--- src/rtl/spike_queue_pkg.sv ---
// Shared constants and helpers for the multi-lane spike queue.
package spike_queue_pkg;

    // Width of the saturating rejected-push counter.
    localparam int unsigned DropCntBits = 16;
    localparam logic [DropCntBits-1:0] DropCntMax = 16'hFFFF;

    // Lane counts and ranks never exceed 4 lanes, so 3 bits always suffice.
    localparam int unsigned LaneCntBits = 3;

    // Ceiling log2, usable in constant expressions.
    function automatic int unsigned clog2(input int unsigned value);
        int unsigned result;
        result = 0;
        while ((64'd1 << result) < 64'(value)) begin
            result = result + 1;
        end
        return result;
    endfunction

endpackage

--- src/rtl/spike_queue_compact.sv ---
// Combinational lane compactor: ranks requesting lanes in ascending index
// order and accepts as many as there are free slots.
module spike_queue_compact
    import spike_queue_pkg::*;
#(
    parameter int unsigned NUM_IN   = 2,
    parameter int unsigned CNT_BITS = 5
) (
    input  logic [NUM_IN-1:0]                  enq,
    input  logic [CNT_BITS-1:0]                free,
    output logic [NUM_IN-1:0]                  accept,
    output logic [NUM_IN-1:0][LaneCntBits-1:0] rank,
    output logic [LaneCntBits-1:0]             accepted,
    output logic [LaneCntBits-1:0]             rejected
);

    // Prefix-count requesters; a lane is accepted while its rank is below free.
    always_comb begin
        int unsigned seen;
        int unsigned n_acc;
        int unsigned n_rej;
        seen   = 0;
        n_acc  = 0;
        n_rej  = 0;
        accept = '0;
        rank   = '0;
        for (int k = 0; k < int'(NUM_IN); k++) begin
            rank[k] = LaneCntBits'(seen);
            if (enq[k]) begin
                if (seen < 32'(free)) begin
                    accept[k] = 1'b1;
                    n_acc     = n_acc + 1;
                end else begin
                    n_rej = n_rej + 1;
                end
                seen = seen + 1;
            end
        end
        accepted = LaneCntBits'(n_acc);
        rejected = LaneCntBits'(n_rej);
    end

endmodule

--- src/rtl/spike_queue.sv ---
// Multi-lane spike FIFO: up to NUM_IN pushes and one first-word-fall-through
// pop per cycle, with overflow accounting and an almost-full stall hint.
module spike_queue
    import spike_queue_pkg::*;
#(
    parameter int unsigned DEPTH        = 16,
    parameter int unsigned TAG_BITS     = 8,
    parameter int unsigned NUM_IN       = 2,
    parameter int unsigned AFULL_THRESH = DEPTH - 2
) (
    input  logic                         clk,
    input  logic                         asyn_reset,
    input  logic [NUM_IN-1:0]            enq,
    input  logic [NUM_IN*TAG_BITS-1:0]   in_tags,
    input  logic                         deq,
    input  logic                         flush,
    output logic [TAG_BITS-1:0]          out_tag,
    output logic                         out_valid,
    output logic                         full,
    output logic                         empty,
    output logic                         almost_full,
    output logic [clog2(DEPTH):0]        count,
    output logic [DropCntBits-1:0]       drop_cnt
);

    localparam int unsigned PtrBits = clog2(DEPTH);
    localparam int unsigned CntBits = PtrBits + 1;

    logic [PtrBits-1:0]     head_q, head_d;
    logic [PtrBits-1:0]     tail_q, tail_d;
    logic [CntBits-1:0]     count_q, count_d;
    logic [DropCntBits-1:0] drop_q, drop_d;
    logic [TAG_BITS-1:0]    mem_q [DEPTH];

    logic                              is_empty;
    logic                              pop;
    logic [CntBits-1:0]                free;
    logic [NUM_IN-1:0]                 accept;
    logic [NUM_IN-1:0][LaneCntBits-1:0] rank;
    logic [LaneCntBits-1:0]            accepted;
    logic [LaneCntBits-1:0]            rejected;
    logic [DropCntBits:0]              drop_sum;
    logic [PtrBits-1:0]                waddr [NUM_IN];

    assign is_empty = (count_q == '0);
    assign pop      = deq && !is_empty;
    // A pop releases its slot to same-cycle pushes.
    assign free     = CntBits'(DEPTH) - count_q + CntBits'(pop);

    spike_queue_compact #(
        .NUM_IN   (NUM_IN),
        .CNT_BITS (CntBits)
    ) u_compact (
        .enq      (enq),
        .free     (free),
        .accept   (accept),
        .rank     (rank),
        .accepted (accepted),
        .rejected (rejected)
    );

    // Write address per lane: tail offset by the lane's rank, wrapping modulo DEPTH.
    always_comb begin
        for (int k = 0; k < int'(NUM_IN); k++) begin
            waddr[k] = tail_q + PtrBits'(rank[k]);
        end
    end

    // Next-state for pointers, occupancy and the saturating drop counter.
    always_comb begin
        head_d   = head_q;
        tail_d   = tail_q;
        count_d  = count_q;
        drop_d   = drop_q;
        drop_sum = {1'b0, drop_q} + (DropCntBits + 1)'(rejected);
        if (flush) begin
            head_d  = '0;
            tail_d  = '0;
            count_d = '0;
        end else begin
            head_d  = head_q + PtrBits'(pop);
            tail_d  = tail_q + PtrBits'(accepted);
            count_d = count_q + CntBits'(accepted) - CntBits'(pop);
            drop_d  = drop_sum[DropCntBits] ? DropCntMax : drop_sum[DropCntBits-1:0];
        end
    end

    // State registers with asynchronous active-high reset.
    always_ff @(posedge clk or posedge asyn_reset) begin
        if (asyn_reset) begin
            head_q  <= '0;
            tail_q  <= '0;
            count_q <= '0;
            drop_q  <= '0;
        end else begin
            head_q  <= head_d;
            tail_q  <= tail_d;
            count_q <= count_d;
            drop_q  <= drop_d;
        end
    end

    // Storage array is not reset; out_tag masking hides stale contents.
    always_ff @(posedge clk) begin
        for (int k = 0; k < int'(NUM_IN); k++) begin
            if (!flush && accept[k]) begin
                mem_q[waddr[k]] <= in_tags[k*TAG_BITS +: TAG_BITS];
            end
        end
    end

    // Outputs derive from registered state only.
    always_comb begin
        empty       = is_empty;
        out_valid   = !is_empty;
        full        = (count_q == CntBits'(DEPTH));
        almost_full = (32'(count_q) >= AFULL_THRESH);
        count       = count_q;
        drop_cnt    = drop_q;
        out_tag     = is_empty ? '0 : mem_q[head_q];
    end

endmodule

--- config.mk ---
export PLATFORM = sky130hd
export DESIGN_NAME = spike_queue
export DESIGN_NICKNAME = d
export VERILOG_FILES = /design/src/rtl/spike_queue_pkg.sv /design/src/rtl/spike_queue_compact.sv /design/src/rtl/spike_queue.sv
export SDC_FILE = /design/constraint.sdc
export NUM_CORES = 1
export LEC_CHECK = 0
export BUFFER_PORTS_ARGS = -buffer_cell sky130_fd_sc_hd__buf_2
export CAP_MARGIN = 20
export CORE_MARGIN = 2
export CORE_UTILIZATION = 65
export DETAILED_ROUTE_END_ITERATION = 8
export PLACE_DENSITY_LB_ADDON = 0.08
export SYNTH_ARGS = -nofsm -noshare
export SYNTH_HDL_FRONTEND = slang
export SYNTH_SLANG_ARGS = --single-unit
--- constraint.sdc ---
create_clock -name clk -period 11.4 [get_ports clk]
set_input_delay 0 -clock clk [delete_from_list [all_inputs] [get_ports clk]]
set_output_delay 0 -clock clk [all_outputs]
set_load 0.02 [all_outputs]
# ---- Word level (Yosys, flattened, before mapping)
# Memories as Yosys holds them, arrays and structs flattened.
# Index checks and enable logic that the tools add are counted.
dict set report op_classes {
  eq_ne 1
  n_lt_le_gt_ge 3
  n_mux 22
  n_addsub 10
  reduce_logical 6
}
# cell count
set op_table {}
lappend op_table {{$add A16 B3 Y17} 1}
lappend op_table {{$mux W16} 1}
lappend op_table {{$mux W1} 13}
lappend op_table {{$mux W3} 4}
lappend op_table {{$add A4 B3 Y4} 2}
lappend op_table {{$mux W4} 2}
lappend op_table {{$mux W8} 1}
lappend op_table {{$add A3 B1 Y3 const B} 2}
lappend op_table {{$add A5 B1 Y5} 1}
lappend op_table {{$add A5 B3 Y5} 1}
lappend op_table {{$eq A5 B5 Y1 const B} 1}
lappend op_table {{$ge A5 B4 Y1 const B} 1}
lappend op_table {{$logic_not A5 Y1} 1}
lappend op_table {{$lt A1 B5 Y1} 1}
lappend op_table {{$lt A1 B5 Y1 const A} 1}
lappend op_table {{$mux W5} 1}
lappend op_table {{$sub A5 B1 Y5} 1}
lappend op_table {{$sub A5 B5 Y5 const A} 1}
lappend op_table {{$add A4 B1 Y4} 1}
lappend op_table {{$logic_and A1 B1 Y1} 3}
lappend op_table {{$logic_not A1 Y1} 2}
dict set report word_totals {
  output_inout_bits 33
  mem_count 1
  register_bits 29
  wordCells 47
  ramBits 128
  inputBits 22
}
# memory words word_bits rd rd_clocked_by_memory_dff write_ports line
set memory_table {}
lappend memory_table {mem_q 16 8 1 0 2 spike_queue.sv:33} ;# logic [TAG_BITS-1:0] mem_q [DEPTH];

# ---- Depth between registers and ports, before layout
# Gate-level depths: netlist of run 1.
dict set report logic_depth {
  word_depth 13
  mapped_depth 22
  depth_no_buf 22
}

# ---- By module
# From an unflattened synthesis of run 1, not the netlist that was laid out.
dict set report unflattened {
  cells_unflattened 641
  hier_area_um2 9037.4
}
# mod seq_area_each_um2 area_per_inst_um2 instances cells_per_inst
set modules_own_cells {}
lappend modules_own_cells {spike_queue 4569.4 8833.5 1 613}
lappend modules_own_cells {spike_queue_compact 0.0 203.9 1 28}

# ---- Worst setup path before layout of run 1
# Ideal clock, no wire load.
dict set report synth_path {
  path_kind {register -> register}
  start {register count_q[2], in the netlist count[2]}
  end {register drop_q[11], in the netlist drop_cnt[11]}
  path_stages_with_launch 22
  setup_slack_ps 6400
  t_required_ps 11328
  n_path_buf 2
  period_less_slack_ps 5000
  arrival_ps 4928
  setup_time_ps 72
  cell_sequence {dfrtp_1 > inv_1 > ha_1 > nand4_1 > nand2_1 > ha_1 > inv_1 > ha_1 > nor3b_1 > a21oi_2 > nor3_4 > buf_12 > ha_1 > mux2_2 > ha_1 > inv_1 > fa_1 > nor4_1 > nand3b_1 > clkbuf_1 > and4_1 > nor2_1}
}
dict set report synth_via {
  elab_chain_len 12
  elab_cells_between_ends 14
  cone_classes {add/sub: 4; order compare: 2; mux: 5; reduce/logical: 3}
}
# item line
set synth_rtl {}
lappend synth_rtl {{from (decl)} spike_queue.sv:31} ;# logic [CntBits-1:0] count_q, count_d;
lappend synth_rtl {{from (signal assigned)} spike_queue.sv:98} ;# count_q <= count_d;
lappend synth_rtl {{$logic_not A5 Y1 *} spike_queue.sv:45} ;# assign is_empty = (count_q == '0);
lappend synth_rtl {{$logic_not A1 Y1 *} -}
lappend synth_rtl {{named net out_valid} spike_queue.sv:18} ;# output logic out_valid,
lappend synth_rtl {{$logic_and A1 B1 Y1 *} spike_queue.sv:46} ;# assign pop = deq && !is_empty;
lappend synth_rtl {{$add A5 B1 Y5 *} spike_queue.sv:48} ;# assign free = CntBits'(DEPTH) - count_q + CntBits'(pop);
lappend synth_rtl {{$lt A1 B5 Y1} spike_queue_compact.sv:30} ;# if (seen < 32'(free)) begin
lappend synth_rtl {{$mux W1} spike_queue_compact.sv:30}
lappend synth_rtl {{$mux W1} spike_queue_compact.sv:29} ;# if (enq[k]) begin
lappend synth_rtl {{$add A3 B1 Y3} spike_queue_compact.sv:34} ;# n_rej = n_rej + 1;
lappend synth_rtl {{$mux W3} spike_queue_compact.sv:30}
lappend synth_rtl {{$mux W3 *} spike_queue_compact.sv:29}
lappend synth_rtl {{$add A16 B3 Y17 *} spike_queue.sv:75} ;# drop_sum = {1'b0, drop_q} + (DropCntBits + 1)'(rejected);
lappend synth_rtl {{$mux W16 *} spike_queue.sv:84} ;# drop_d = drop_sum[DropCntBits] ? DropCntMax : drop_sum[DropCntBits-1:0];
lappend synth_rtl {{to (signal assigned)} spike_queue.sv:99} ;# drop_q <= drop_d;
lappend synth_rtl {{to (decl)} spike_queue.sv:32} ;# logic [DropCntBits-1:0] drop_q, drop_d;
# The timed path passes the listed nets; every way through them passes the cells marked *.
# A chain may end at the register's enable or synchronous reset.

# ---- Worst setup path in the final report of run 1
dict set report layout_path {
  start {register count_q[2], in the netlist count[2]}
  end {register drop_q[13], in the netlist drop_cnt[13]}
}
dict set report layout_via {
  elab_chain_len 12
  elab_cells_between_ends 14
  cone_classes {add/sub: 4; order compare: 2; mux: 5; reduce/logical: 3}
}
# item line
set layout_rtl {}
lappend layout_rtl {{parallel branches: the longest is 3 deep, another holds $sub A5 B5 Y5} -}
lappend layout_rtl {{$add A5 B1 Y5 *} spike_queue.sv:48}
lappend layout_rtl {{$lt A1 B5 Y1} spike_queue_compact.sv:30}
lappend layout_rtl {{$mux W1} spike_queue_compact.sv:30}
lappend layout_rtl {{$mux W1} spike_queue_compact.sv:29}
lappend layout_rtl {{$add A3 B1 Y3} spike_queue_compact.sv:34}
lappend layout_rtl {{$mux W3} spike_queue_compact.sv:30}
lappend layout_rtl {{$mux W3 *} spike_queue_compact.sv:29}
lappend layout_rtl {{$add A16 B3 Y17 *} spike_queue.sv:75}
lappend layout_rtl {{$mux W16 *} spike_queue.sv:84}
# Mark *: on every way between the ends.

==> qor.log, run 1 <==
[clocking] TritonCTS Buffers 17
[yosys] cell count after synthesis 597
[grt] global-route wire length before repair 31000 um
[floorplan] total number of placement rows 43
[sta] Relative slew margins 0.228
[clocking] number of H-tree levels 4
[sta] largest clock skew in the final design 0.00545 ns
[grt] global routing usage on met3 0.0431
[yosys] leading cell types by total area after synthesis edfxtp_1, mux2_4, dfrtp_1
[grt] GRT Max-Usage Layer met2
[run_status] result of the run finished clean
[sta] worst hold slack across all endpoints 0.0839 ns
[yosys] total nets after synthesis 642
[yosys] Cell variety after synth 49
[clocking] number of sinks on the clock net 157
[placed_design] Buffers on Ports 54
[finish] number of inserted diodes 0
[yosys] netlist area before placement 9020 um2
[setup_path] Worst Path Required 11.76 ns
[sta] portion of the clock cycle consumed by the worst path in the final layout 0.461
[grt] maximum number of pins on one net before global-route repair 33
[power_and_ir_drop] Pleak 3.69 nW
[sta] fin crit period 5.25 ns
[setup_path] worst setup path endpoint drop_cnt[13]
[floorplan] die extent in x 122 um
[setup_path] Critical Path Sink Type flip-flop
[finish] post-route cell area 10000 um2
[sta] achievable clock frequency 190 MHz
[yosys] dominant register cell in the synthesized netlist edfxtp_1
[finish] net count of the finished layout 685
[finish] Sequential cell area 4570 um2
[setup_path] launch point of the critical path count[2]
[grt] global routing met1 resource utilization 0.378
[finish] total area of multi-input combinational cells 4200 um2
[detailed_routing] Via Count 5333
[grt] GR Util All Layers 0.287
[clocking] largest buffer count on any clock path 2
[placed_design] worst slack after detailed placement 6.20 ns
[yosys] portion of the post-synthesis area used by sequential elements 0.506
[sta] final count of negative-setup-slack endpoints 0
[sta] setup repair after global routing missed its margin no
[finish] layout-stage area growth over the synthesis result 11.3%
[finish] share of post-route cells with drive strength above 1 0.424
[detailed_routing] total DRC errors in the routed layout 0
[placed_design] DP HPWL 13100 um
[grt] global route total overflow 0
[setup_path] r2r endpoint drop_cnt[13]
[floorplan] Die Area 14800 um2
[sta] setup tns final 0 ns
[grt] initial antenna violation count 0
[yosys] mean post-synth cell area 15.1 um2
[floorplan] initial standard-cell utilization of the core 0.658
[floorplan] number of ports placed on the die boundary 55
[yosys] cell with the most instances after synthesis edfxtp_1
[clocking] TritonCTS clock tree done
[power_and_ir_drop] PnR Total Power 1.96 mW
[clocking] root buffer selected by CTS clkbuf_16
[sta] Hold Vio Cnt, Final 0
[finish] final standard cell utilization of the core 0.732
[yosys] Yosys Warn Count 0
[power_and_ir_drop] worst voltage drop across the vdd grid 0.157 mV
[yosys] post-synth top area cell edfxtp_1
[yosys] post-synth top area share 0.426
[placed_design] # placed instances 799
[setup_path] worst reg2reg path depth 20
[finish] Fill cells 903
[finish] number of cells in the finished layout apart from fillers 833
[yosys] EDFF count, synth 128
[placed_design] Placer Congestion 0.801
[floorplan] standard cell core area 13700 um2
[run] Max Cap Violations 0
[sta] PnR worst setup slack 6.15 ns
[detailed_routing] total wire length after detailed routing 19900 um
[worst_hold_path] class of the tightest hold or removal check in -> reg
[setup_path] worst path arrival time 5.61 ns
[setup_path] CP startpoint kind flip-flop
[grt] via count of the first global-routing pass 5555
[clocking] Clock Pin Slew Worst Setup and Hold Paths 0.06 ns
[yosys] commonest cells in the netlist edfxtp_1, mux2_4, mux2_2, mux4_2, dfrtp_1
[yosys] post-synthesis sequential element count 157
[grt] GR Util met2 0.492
[sta] transition at the pin with the smallest max-transition slack 1.16 ns
[power_and_ir_drop] power density over the cells 195 nW/um2
[detailed_routing] post-detailed-route wirelength per cell 23.8 um
[placed_design] total placed instance area 9380 um2
[detailed_routing] first-pass iteration count of the detailed router 5
[detailed_routing] routed via count divided by cell count 6.40
[sta] Final Max Slew Viols 0
[clocking] quantity of gates resized following cts 0
[floorplan] die outline height 122 um
[setup_path] CP max FO 17
[setup_path] category of the most critical setup path reg -> reg
[yosys] fraction of registers with async set/reset 0.185
[setup_path] reg-to-reg slack, setup 6.15 ns
[detailed_routing] count of nets left with antenna violations after detail routing 0
[worst_hold_path] worst hold path startpoint deq
[detailed_routing] initial detailed-routing violation count 530
[clocking] source-to-sink clock delay at the later pin of the worst-skew pair 0.43 ns
[setup_path] startpoint of the lowest-slack register-to-register path count[2]
==> how the worst min path moves through the flow <==
stage | slack, ns | to | depth (start not counted)
after floorplan | 0.08 | count[0] | 1
after global placement | 0.1 | drop_cnt[13] | 3
after detailed placement | 0.09 | drop_cnt[11] | 3
after CTS | 0.08 | head_q[0] | 5
after global routing | 0.15 | head_q[0] | 5
final | 0.08 | head_q[0] | 5
==> metal layers <==
metal  up-vias  wire length, um
li1       2392                -
met1      2721             8230
met2       192            10200
met3        28             1040
met4         0              361
met5         -                0
==> power by group <==
group          internal (mW)  switching [mW]
Combinational          0.263           0.366
Sequential             0.681          0.0405
Clock                  0.370           0.241
Total                   1.31           0.647
==> worst max-delay path, cell delays in order (launching register included) <==
cell,delay [ns]
dfrtp_1,0.47
inv_1,0.12
ha_1,0.22
nand4_1,0.19
nand2_1,0.14
ha_1,0.19
inv_1,0.05
ha_1,0.29
nor3b_1,0.24
a21oi_2,0.13
nor3_4,0.18
buf_4,0.38
ha_1,0.19
mux2_2,0.14
ha_1,0.15
inv_1,0.05
fa_1,0.41
nor4_1,0.74
nand3b_1,0.46
and4_1,0.35
nor2_1,0.08
==> placed cells by master (no fill, tap or decap), types with 7 or more instances in the layout <==
cell / netlist / layout
edfxtp_1: 128 / 128
mux2_4: 72 / 72
mux2_2: 58 / 58
buf_2: 13 / 54
mux4_2: 32 / 32
dfrtp_1: 29 / 28
inv_1: 22 / 22
nor2_1: 20 / 20
ha_1: 20 / 20
mux2i_1: 17 / 17
clkbuf_16: 0 / 17
nand2_1: 16 / 16
nor3_4: 13 / 13
nand3_1: 12 / 12
a21oi_1: 12 / 12
o21bai_1: 12 / 12
nor3_1: 10 / 10
xnor2_1: 9 / 9
o22ai_1: 8 / 8
nor2b_1: 7 / 7
==> cell families (layout without fill, tap and decap cells) <==
group / after synthesis / in the layout / synth area share
compound gates: 53 / 53 / 0.0422
xor+xnor: 13 / 13 / 0.0126
mux: 179 / 179 / 0.291
fa+ha+maj: 23 / 23 / 0.0344
flops: 157 / 157 / 0.506
buf+inv: 58 / 114 / 0.0277
simple gates: 114 / 114 / 0.0858
==> cell type report <==
| class | count | area share |
|---|---|---|
| multi-input combinational | 382 | 0.419 |
| timing repair buffer | 60 | 0.0319 |
| clock inverter | 15 | 0.0211 |
| sequential | 157 | 0.455 |
| inverter | 22 | 0.00823 |
| tap | 180 | 0.0224 |
| clock buffer | 17 | 0.0424 |
==> flip-flops by register name (all words and copies together), names as in the netlist <==
signal,cells
drop_cnt,16
count,5
mem_q,128
head_q,4
tail_q,4
==> timing repair <==
| action | CTS | global route |
|---|---|---|
| endpoints found under the hold margin | 35 | 0 |
| hold buffers | 2 | 0 |
| setup buffers | 0 | 0 |
Power figures use the tool's default switching activity.
==> run 2, diff against run 1 <==
- CORE_UTILIZATION: 65 -> 62
- clock period: 11.4 -> 4.95 ns (I/O delays scaled with it)
==> qor.log, run 2 (synthesized netlist as in run 1, its figures left out) <==
[finish] most frequent standard cell in the layout excluding fill and tap cells edfxtp_1
[run_status] result of the run finished clean
[finish] max reg flops 128 [unchanged]
[floorplan] number of ports placed on the die boundary 55 [unchanged]
[finish] layout-stage area growth over the synthesis result 12.6%
[detailed_routing] first-pass iteration count of the detailed router 5 [unchanged]
[sta] Final Max Slew Viols 0 [unchanged]
[clocking] source-to-sink clock delay at the later pin of the worst-skew pair 0.43 ns [about the same]
[setup_path] CP startpoint kind flip-flop
[detailed_routing] routed via count divided by cell count 6.38 [-0.27%]
[grt] via count of the first global-routing pass 5736 [+3.3%]
[clocking] TritonCTS Buffers 17 [unchanged]
[finish] number of inserted diodes 0 [unchanged]
[sta] Hold Vio Cnt, Final 0 [unchanged]
[power_and_ir_drop] Internal Dissipation 3.07 mW [+130%]
[clocking] Clock Pin Slew Worst Setup and Hold Paths 0.06 ns [about the same]
[grt] global-route wire length before repair 32700 um [+5.5%]
[sta] transition at the pin with the smallest max-transition slack 1.15 ns [-0.00974 ns]
[placed_design] Buffers on Ports 54 [unchanged]
[power_and_ir_drop] Switching Share 0.323 [-0.00714]
[detailed_routing] initial detailed-routing violation count 443 [-16%]
[floorplan] initial standard-cell utilization of the core 0.628 [-0.0297]
[clocking] largest buffer count on any clock path 2 [unchanged]
[run] Max Cap Violations 0 [unchanged]
[power_and_ir_drop] fraction of power consumed by combinational cells 0.315 [-0.006]
[power_and_ir_drop] Pleak 3.77 nW [+2.1%]
[placed_design] worst slack after detailed placement 0.277 ns [-5.93 ns]
[placed_design] DP HPWL 13800 um [+5.2%]
[setup_path] CP max FO 8 [-9]
[clocking] TritonCTS clock tree done
[finish] share of post-route cells with drive strength above 1 0.433 [+0.00844]
[placed_design] total placed instance area 9490 um2 [+1.2%]
[finish] commonest cells after routing, fill and taps aside edfxtp_1, mux2_4, mux2_2
[power_and_ir_drop] power density over the cells 446 nW/um2 [+130%]
[power_and_ir_drop] worst voltage drop across the vdd grid 0.315 mV [+100%]
[placed_design] Placer Congestion 0.815 [+1.6%]
[worst_hold_path] class of the tightest hold or removal check in -> reg
[sta] portion of the clock cycle consumed by the worst path in the final layout 0.905 [+0.444]
[sta] worst hold slack across all endpoints 0.0729 ns [-0.0110 ns]
[detailed_routing] post-detailed-route wirelength per cell 24.4 um [+2.3%]
[floorplan] die extent in x 125 um [+2.3%]
[grt] maximum number of pins on one net before global-route repair 30 [-9.1%]
[setup_path] Critical Path Sink Type flip-flop
[sta] fin crit period 4.48 ns [-0.776 ns]
[detailed_routing] count of nets left with antenna violations after detail routing 0 [unchanged]
[floorplan] die outline height 125 um [+2.3%]
[finish] final standard cell utilization of the core 0.707 [-0.0249]
[detailed_routing] Via Count 5440 [+2.0%]
[floorplan] standard cell core area 14400 um2 [+4.7%]
[power_and_ir_drop] relative contribution of the clock network to total power 0.309 [-0.003]
[sta] PnR worst setup slack 0.472 ns [-5.67 ns]
[finish] post-route cell area 10200 um2 [+1.2%]
[finish] net count of the finished layout 700 [+2.2%]
[detailed_routing] total wire length after detailed routing 20800 um [+4.6%]
[grt] GR Util All Layers 0.280 [-0.00687]
[setup_path] Worst Path Required 5.25 ns [-6.51 ns]
[setup_path] category of the most critical setup path reg -> reg
[clocking] number of H-tree levels 4 [unchanged]
[finish] number of cells in the finished layout apart from fillers 852 [+2.3%]
[floorplan] Die Area 15500 um2 [+4.7%]
[placed_design] # placed instances 816 [+2.1%]
[sta] achievable clock frequency 223 MHz [+17%]
[clocking] number of sinks on the clock net 157 [unchanged]
[setup_path] worst path arrival time 4.78 ns [-0.83 ns]
[sta] Relative slew margins 0.234 [+0.00649]
[grt] initial antenna violation count 0 [unchanged]
[power_and_ir_drop] fraction of power consumed by sequential logic 0.376 [+0.008]
[power_and_ir_drop] PnR Total Power 4.53 mW [+130%]
[power_and_ir_drop] net switching power of the design 1.46 mW [+130%]
[floorplan] total number of placement rows 44 [+2.3%]
[sta] largest clock skew in the final design 0.00723 ns [+0.00178 ns]
[sta] setup tns final 0 ns [unchanged]
[clocking] root buffer selected by CTS clkbuf_16
[sta] setup repair after global routing missed its margin no
[sta] final count of negative-setup-slack endpoints 0 [unchanged]
[grt] global route total overflow 0 [unchanged]
[detailed_routing] total DRC errors in the routed layout 0 [unchanged]
-- run 2: cell count changes in the layout (fill, tap and decap cells not counted), sizes merged --
| cell | previous run | this run |
|---|---|---|
| clkbuf | 17 | 19 |
| clkinvlp | 2 | 1 |
| buf | 58 | 72 |
| bufinv | 4 | 5 |
| inv | 26 | 22 |
| clkinv | 5 | 8 |
-- run 2: final timing paths --
kind,start,depth (start not counted),slack [ns],to
min reg2reg,drop_cnt[10],1,0.55,drop_cnt[10]
max in group asynchronous,asyn_reset,4,4.47,head_q[0]
max,count[2],22,0.47,count[4]
max reg2reg,count[2],22,0.47,count[4]
min in group asynchronous,asyn_reset,4,0.18,drop_cnt[0]
min,deq,5,0.07,head_q[0]
-- run 2: what timing repair did --
| action | CTS | global route |
|---|---|---|
| gates resized for setup | 0 | 1 |
| buffers inserted | 0 | 1 |
| endpoints found under the setup margin | 0 | 6 |
| endpoints found under the hold margin | 33 | 0 |
| hold buffers | 2 | 0 |
-- run 2: per-layer routing --
layer,routed length (um),global-route usage,part of all wire,up-vias
met3,1060,0.0515,0.051,34
met1,8790,0.367,0.42,2786
li1,-,-,-,2428
met5,0,0,0,-
met4,388,0.0945,0.019,0
met2,10600,0.475,0.51,192
-- run 2: cell type report --
| type | count | area (um2) |
|---|---|---|
| Multi-Input combinational cell | 382 | 4220 |
| Sequential cell | 157 | 4570 |
| Timing Repair Buffer | 75 | 430 |
| Inverter | 22 | 82.6 |
| Tap cell | 184 | 230 |
| Fill cell | 927 | 4210 |
| Clock buffer | 18 | 429 |
| Clock inverter | 14 | 199 |
-- run 2: critical path, cell delays in order (launching register included) --
cell and delay [ns]:
dfrtp_1 0.47, inv_1 0.11, ha_1 0.20, nand4_1 0.18, nand2_1 0.14, ha_1 0.19
inv_1 0.05, ha_1 0.29, nor4b_2 0.27, a21oi_2 0.11, or2_2 0.31, nand3_1 0.11
inv_1 0.10, or3_1 0.37, ha_1 0.28, inv_1 0.04, ha_1 0.20, fa_1 0.40
a21oi_1 0.16, nor2_1 0.05, nor2_1 0.11, xor2_1 0.16, nor2_1 0.05
-- run 2: power groups by stage --
stage	Combinational (mW)	Sequential, mW	Clock (mW)
floorplan	1.10	1.67	0
global placement	1.39	1.72	0
detailed placement	1.42	1.73	0
CTS	1.43	1.70	1.41
global route	1.56	1.72	1.46
finish	1.43	1.70	1.40
